--- config.mk ---
export PLATFORM = sky130hd
export DESIGN_NAME = piso_4bit_tx
export DESIGN_NICKNAME = d
export VERILOG_FILES = /design/src/rtl/piso_4bit_tx.sv
export SDC_FILE = /design/constraint.sdc
export NUM_CORES = 1
export LEC_CHECK = 0
export CAP_MARGIN = 10
export CORE_AREA = 5 5 42 44
export DETAILED_ROUTE_END_ITERATION = 10
export DIE_AREA = 0 0 47 49
export HOLD_SLACK_MARGIN = 0.06
export SYNTH_ARGS = -nofsm -noshare
export SYNTH_HDL_FRONTEND = slang
export SYNTH_SLANG_ARGS = --single-unit
--- constraint.sdc ---
create_clock -name clk -period 1.21 [get_ports clk]
set_input_delay 0.1815 -clock clk [delete_from_list [all_inputs] [get_ports clk]]
set_output_delay 0.1815 -clock clk [all_outputs]
set_load 0.01 [all_outputs]
--- src/rtl/piso_4bit_tx.sv ---
// Parallel-in serial-out transmitter feeding the 4-bit SIPO deserializer.
// It accepts a word over a valid/ready handshake and shifts it out one bit per clock, with framing strobes.
module piso_4bit_tx #(
  parameter int WIDTH     = 4,
  parameter bit MSB_FIRST = 1'b1
) (
  input  logic             clk,
  input  logic             rst,
  input  logic             load_valid,
  input  logic [WIDTH-1:0] pin,
  output logic             load_ready,
  output logic             sout,
  output logic             sout_valid,
  output logic             frame_start,
  output logic             frame_done
);

  localparam int CW = (WIDTH > 2) ? $clog2(WIDTH) : 1;
  localparam logic [CW-1:0] LAST   = CW'(WIDTH - 1);
  localparam logic [CW-1:0] PENULT = CW'(WIDTH - 2);

  typedef enum logic {
    IDLE,
    SHIFT
  } state_t;

  state_t           state;
  logic [CW-1:0]    cnt;
  logic [WIDTH-1:0] shreg;

  logic             accept;
  logic             first_bit;
  logic             next_bit;
  logic [WIDTH-1:0] load_rest;
  logic [WIDTH-1:0] shift_rest;

  // Ready during the last bit as well, so the next word can follow without an idle gap.
  assign load_ready = (state == IDLE) || (cnt == LAST);
  assign accept     = load_valid && load_ready;

  // The first bit goes straight to sout at the accept edge, and the register keeps the remaining bits.
  generate
    if (MSB_FIRST) begin : g_msb
      assign first_bit  = pin[WIDTH-1];
      assign load_rest  = {pin[WIDTH-2:0], 1'b0};
      assign next_bit   = shreg[WIDTH-1];
      assign shift_rest = {shreg[WIDTH-2:0], 1'b0};
    end else begin : g_lsb
      assign first_bit  = pin[0];
      assign load_rest  = {1'b0, pin[WIDTH-1:1]};
      assign next_bit   = shreg[0];
      assign shift_rest = {1'b0, shreg[WIDTH-1:1]};
    end
  endgenerate

  always_ff @(posedge clk or posedge rst) begin
    if (rst) begin
      state       <= IDLE;
      cnt         <= '0;
      shreg       <= '0;
      sout        <= 1'b0;
      sout_valid  <= 1'b0;
      frame_start <= 1'b0;
      frame_done  <= 1'b0;
    end else begin
      case (state)
        IDLE: begin
          if (accept) begin
            state       <= SHIFT;
            cnt         <= '0;
            shreg       <= load_rest;
            sout        <= first_bit;
            sout_valid  <= 1'b1;
            frame_start <= 1'b1;
            frame_done  <= 1'b0;
          end
        end
        SHIFT: begin
          if (cnt != LAST) begin
            cnt         <= cnt + CW'(1);
            shreg       <= shift_rest;
            sout        <= next_bit;
            sout_valid  <= 1'b1;
            frame_start <= 1'b0;
            frame_done  <= (cnt == PENULT);
          end else if (accept) begin
            cnt         <= '0;
            shreg       <= load_rest;
            sout        <= first_bit;
            sout_valid  <= 1'b1;
            frame_start <= 1'b1;
            frame_done  <= 1'b0;
          end else begin
            state       <= IDLE;
            cnt         <= '0;
            shreg       <= '0;
            sout        <= 1'b0;
            sout_valid  <= 1'b0;
            frame_start <= 1'b0;
            frame_done  <= 1'b0;
          end
        end
        default: begin
          state <= IDLE;
        end
      endcase
    end
  end

endmodule

==> flow_summary_export.csv, run 1 <==
group,metric,value,unit
drt,wl_per_cell,11.7,um
synthesis,synth_xor_area_share,0,%
synthesis,yosysWarningCount,0,
synthesis,synth-simple-area-share,14.8,%
timing,finalCriticalPeriod,1.28,ns
run,cap_violations,0,
global_route,grt-ovfl-total,0,
synthesis,yosys.area_share.adder,4.87,%
final_layout,drive_gt1_share,27.3,%
global_route,first_global_vias,394,
setup_path,end_kind,"output port",
drt,antenna_left,0,
final_layout,multi_input_area,224,um2
die,die-height,49,um
power,cellPowerDensity,2150,nW/um2
global_route,grt_pass1_wl,1.66,mm
clocking,ctsLongestPathBuffers,2,
final_layout,diodes,0,
final_layout,area_delta_synth_final,38.0,%
timing,clock.fmax,783,MHz
placement,gp_congestion,0.693,
clocking,hold_buffers,0,
outcome,status,"complete, but fails checks",
setup_path,worst-path-max-fanout,2,
final_layout,layoutNonFillerInstCount,82,
clocking,numClockSinks,10,
timing,grt_setup_unrepaired,"yes",
drt,drt_wl_total,963,um
synthesis,synth_fp_nets,55,
placement,placed_cells,78,
die,dieArea,2300,um2
outcome,violations,"setup timing",
drt,drc,0,
synthesis,synth_seq_cells,10,
synthesis,syn_avg_cell_area,11.2,um2
final_layout,fin_util,50.6,%
synthesis,synth_top_family_by_area,"simple AND/OR/NAND/NOR gates",
clocking,cts.clk_slew.worst_paths,0.06,ns
final_layout,layout_commonest_cell,"dfrtp_1",
timing,setup_viol,1,
drt,vias,389,
clocking,cts_root_buf,"clkbuf_4",
global_route,grt_max_degree,12,
timing,worst-slew-pin-transition,0.387,ns
timing,tns,-0.0677,ns
hold_path,hp-class,"input port to async pin",
power,ir_drop,1.03,mV
drt,drt_iter0_markers,3,
final_layout,regArea,250,um2
global_route,antenna_found_initial,0,
synthesis,yosysSeqAreaShare,48.7,%
setup_path,cp.required,1.03,ns
die,io_pins,12,
setup_path,cp_data_arrival_time,1.10,ns
placement,post-dp-hpwl,694,um
timing,finalHoldViolCount,0,
timing,post-route-period-util,106,%
clocking,htreeDepth,1,
timing,skew,0.00121,ns
final_layout,final_cell_mix,"10 x dfrtp_1, 9 x buf_4, 6 x clkdlybuf4s50_1",
final_layout,nFillCells,147,
timing,slew_viol_final,0,
clocking,cts_buffers,3,
timing,relSlewSlack,74.2,%
setup_path,path_class,"register to output port",
drt,viasPerCell,4.74,
power,power_leakage,0.342,nW
die,num_rows,14,
synthesis,netlist_instances,46,
global_route,track_usage,10.3,%
final_layout,fin_nets,77,
clocking,cts_tree,"done",
synthesis,yosysUniqueCellTypes,15,
synthesis,syn-cell-area,514,um2
die,floorplan.initialDensity,36.7,%
clocking,clkLatencyLatePin,0.26,ns
die,die_width,47,um
die,coreArea,1400,um2
synthesis,synthMuxAreaShare,12.7,%
drt,drtPass1Iterations,4,
timing,layout_setup_ws,-0.0677,ns
setup_path,crit_path_start_kind,"register",
synthesis,synth_compound_area_share,8.03,%
placement,io_buffers,11,
==> critical path, cell delays in order, from the launching register on <==
cell	delay [ns]
dfrtp_1	0.39
ha_2	0.19
nand2b_4	0.14
buf_6	0.11
==> through the flow <==
stage	total power, mW	hold slack, ns	setup WS (ns)	instance area [um2]
finish	1.53	0.194	-0.0677	709
global route	1.67	0.211	-0.116	709
CTS	1.51	0.207	-0.0682	696
detailed placement	1.27	0.494	-0.183	667
global placement	1.26	0.487	-0.163	667
floorplan	0.930	0.0217	0.0370	514
==> flip-flops by register name, summed over array words and instances, names as in the netlist <==
name         flops
frame_done       1
sout_valid       1
frame_start      1
shreg            3
sout             1
state            1
cnt              2
==> metal layers <==
metal	track usage (%)	part of all wire, %	vias to the layer above
met2	14.7	45	11
met3	2.21	4.2	2
met4	6.91	2.3	0
met5	0	0	-
li1	-	-	196
met1	13.2	48	180
==> path summary, 6_finish.rpt <==
path | startpoint | to | slack [ns] | depth (start not counted)
worst max-delay path | cnt[0] | load_ready | -0.07 | 3
worst min-delay path | rst | sout | 0.19 | 2
worst max register to register | cnt[0] | sout | 0.07 | 5
worst min register to register | sout_valid | sout_valid | 0.50 | 2
max in group asynchronous | rst | cnt[0] | 0.74 | 2
min in group clk | sout_valid | sout_valid | 0.50 | 2
==> what timing repair did <==
action	4_1_cts	5_1_grt
pin swaps	1	1
endpoints found under the setup margin	5	1
gates resized for setup	11	1
buffers inserted	0	1
==> kinds of logic after synthesis <==
group	after synthesis
AOI/OAI and AO/OA	6
adders and majority gates	2
buffers and inverters	8
DFF	10
muxes	6
and+or+nand+nor	14
==> power breakdown <==
part | internal (mW) | switching, mW
clock | 0.115 | 0.110
sequential | 0.470 | 0.0718
combinational | 0.428 | 0.331
==> Yosys cell counts <==
master	number	share of area, %
nor2_2	1	1.2
mux2_4	1	2.9
o221ai_1	3	5.1
buf_6	2	4.4
nand2b_1	5	6.1
dfrtp_1	10	49
mux2i_1	5	9.7
inv_1	5	3.7
nand2_1	2	1.5
nand3_1	4	3.9
nor2_1	1	0.73
buf_8	1	2.9
o21ai_0	3	2.9
nand3b_1	1	1.5
ha_1	2	4.9
==> layout make-up <==
| cell class | count | area share, % |
|---|---|---|
| clock buffer | 3 | 3.17 |
| inverter | 5 | 2.65 |
| multi-input combinational | 28 | 31.6 |
| sequential | 10 | 35.3 |
| tap | 16 | 2.82 |
| timing repair buffer | 20 | 24.5 |
(Power assumes the default switching activity.)
==> inputs of run 2 (changes only) <==
--- a/config.mk
+++ b/config.mk
@@ -5,11 +5,11 @@
 export SDC_FILE = /design/constraint.sdc
 export NUM_CORES = 1
 export LEC_CHECK = 0
-export CAP_MARGIN = 10
 export CORE_AREA = 5 5 42 44
 export DETAILED_ROUTE_END_ITERATION = 10
 export DIE_AREA = 0 0 47 49
 export HOLD_SLACK_MARGIN = 0.06
+export SKIP_LAST_GASP = 1
 export SYNTH_ARGS = -nofsm -noshare
 export SYNTH_HDL_FRONTEND = slang
 export SYNTH_SLANG_ARGS = --single-unit
==> constraint.sdc (replaced) <==
create_clock -name clk -period 1.5 [get_ports clk]
set_input_delay 0.225 -clock clk [delete_from_list [all_inputs] [get_ports clk]]
set_output_delay 0.225 -clock clk [all_outputs]
set_load 0.01 [all_outputs]
==> run 2 against run 1 <==
Effect of this change: largest power group unchanged; critical path type unchanged; worst hold slack improved by 0.048 ns; sequential share of layout area increased by 1.4 points; final cell count decreased by 3.7%; highest routed layer unchanged; the flow now finishes without violations; total power decreased by 23%.
==> flow_summary_export.csv, run 2 (synthesis gave the netlist of run 1 again) <==
group,metric,value,unit
setup_path,path_class,"register to output port",
timing,relSlewSlack,73.6,%
global_route,grt_max_degree,16,
final_layout,drive_gt1_share,19.0,%
final_layout,nFillCells,140,
power,ir_drop,0.849,mV
die,dieArea,2300,um2
clocking,htreeDepth,1,
die,num_rows,14,
timing,setup_viol,0,
global_route,antenna_found_initial,0,
setup_path,cp_cell_sequence,"clkdlybuf4s50_1",
setup_path,crit_family,"buffers and inverters",
final_layout,diodes,0,
global_route,grt_pass1_wl,1.71,mm
global_route,first_global_vias,384,
die,die-height,49,um
final_layout,largest_reg_flops,3,
setup_path,cp.required,1.27,ns
timing,worst-slew-pin-transition,0.395,ns
clocking,ctsLongestPathBuffers,2,
die,die_width,47,um
die,io_pins,12,
drt,drt_wl_total,932,um
hold_path,hp-class,"input port to async pin",
placement,gp_congestion,0.708,
outcome,status,"finished, final reports clean",
setup_path,cp_data_arrival_time,1.15,ns
final_layout,area_delta_synth_final,32.6,%
power,switching_share,33.0,%
final_layout,fin_nets,74,
timing,clock.fmax,727,MHz
clocking,cts_tree,"done",
drt,drc,0,
power,p_clk_share,15.2,%
placement,post-dp-hpwl,670,um
run,cap_violations,0,
die,coreArea,1400,um2
timing,tns,0,ns
clocking,hold_buffers,0,
power,pwr-share-comb,47.8,%
setup_path,end_kind,"output port",
clocking,clkLatencyLatePin,0.26,ns
power,internal-power,789,uW
clocking,cts_buffers,3,
setup_path,cpPeakStageDelay,0.54,ns
drt,viasPerCell,4.86,
power,cellPowerDensity,1730,nW/um2
drt,wl_per_cell,11.8,um
drt,antenna_left,0,
placement,io_buffers,11,
final_layout,layoutNonFillerInstCount,79,
final_layout,regMostFlops,"shreg",
global_route,track_usage,10.3,%
die,floorplan.initialDensity,36.7,%
clocking,cts.clk_slew.worst_paths,0.06,ns
timing,finalCriticalPeriod,1.37,ns
timing,slew_viol_final,0,
clocking,cts_root_buf,"clkbuf_4",
setup_path,path_buf_inv,1,
power,seqPwrFrac,37.0,%
setup_path,crit_path_start_kind,"register",
timing,post-route-period-util,91.7,%
timing,grt_setup_unrepaired,"no",
setup_path,worst-path-max-fanout,2,
clocking,numClockSinks,10,
drt,vias,384,
global_route,grt-ovfl-total,0,
power,power_leakage,0.319,nW
drt,drt_iter0_markers,10,
timing,skew,0.00106,ns
setup_path,slowest_stage,"clkdlybuf4s50_1",
final_layout,final_cell_mix,"10 x dfrtp_1, 10 x clkdlybuf4s50_1",
power,power.switching,389,uW
placement,placed_cells,75,
final_layout,top_regs,"shreg: 3 flops, cnt: 2 flops",
timing,timing.hold.ws,0.242,ns
timing,finalHoldViolCount,0,
drt,drtPass1Iterations,2,
==> run 2: layout make-up <==
type	count	area [um2]	area share (%)
Clock buffer	3	22.5	3.30
Inverter	5	18.8	2.75
Multi-Input combinational cell	28	208	30.5
Sequential cell	10	250	36.7
Tap cell	16	20.0	2.94
Timing Repair Buffer	17	163	23.9
==> run 2: power groups by stage <==
stage	clock network (mW)	logic (mW)	registers, mW
final	0.179	0.563	0.435
after CTS	0.190	0.582	0.436
after detailed placement	0	0.561	0.443
after floorplan	0	0.288	0.462
after global routing	0.199	0.632	0.456
after global placement	0	0.555	0.442
==> run 2: path summary, 6_finish.rpt <==
path | start | to | slack [ns] | cells past startpoint
min reg2reg | sout_valid | sout_valid | 0.50 | 2
max in group asynchronous | rst | sout | 0.98 | 2
min in group clk | sout_valid | sout_valid | 0.50 | 2
max reg2reg | cnt[0] | shreg[2] | 0.34 | 4
min | rst | frame_done | 0.24 | 2
max | frame_start | frame_start | 0.13 | 1
==> run 2: routing by layer <==
metal / vias up / track usage, % / wire length, um
met5: - / 0 / 0
met4: 0 / 6.91 / 8
met3: 2 / 2.21 / 42
met2: 7 / 13.8 / 432
met1: 182 / 14.4 / 449
li1: 193 / - / -
==> run 2: repair_timing <==
action / CTS / global route
buffers inserted: 1 / 0
cloned: 0 / 0
endpoints found under the hold margin: 0 / 0
gates resized for setup: 2 / 1
setup endpoints to repair: 1 / 1
==> run 2: per-stage QoR <==
stage | utilization [%] | worst slack [ns] | area, um2 | power, mW
floorplan | - | 0.327 | 514 | 0.750
global placement | 46.9 | 0.0686 | 657 | 0.997
detailed placement | 46.9 | 0.0694 | 657 | 1.00
CTS | 49.0 | 0.0187 | 687 | 1.21
global route | 48.7 | 0.0636 | 682 | 1.29
finish | 48.7 | 0.125 | 682 | 1.18
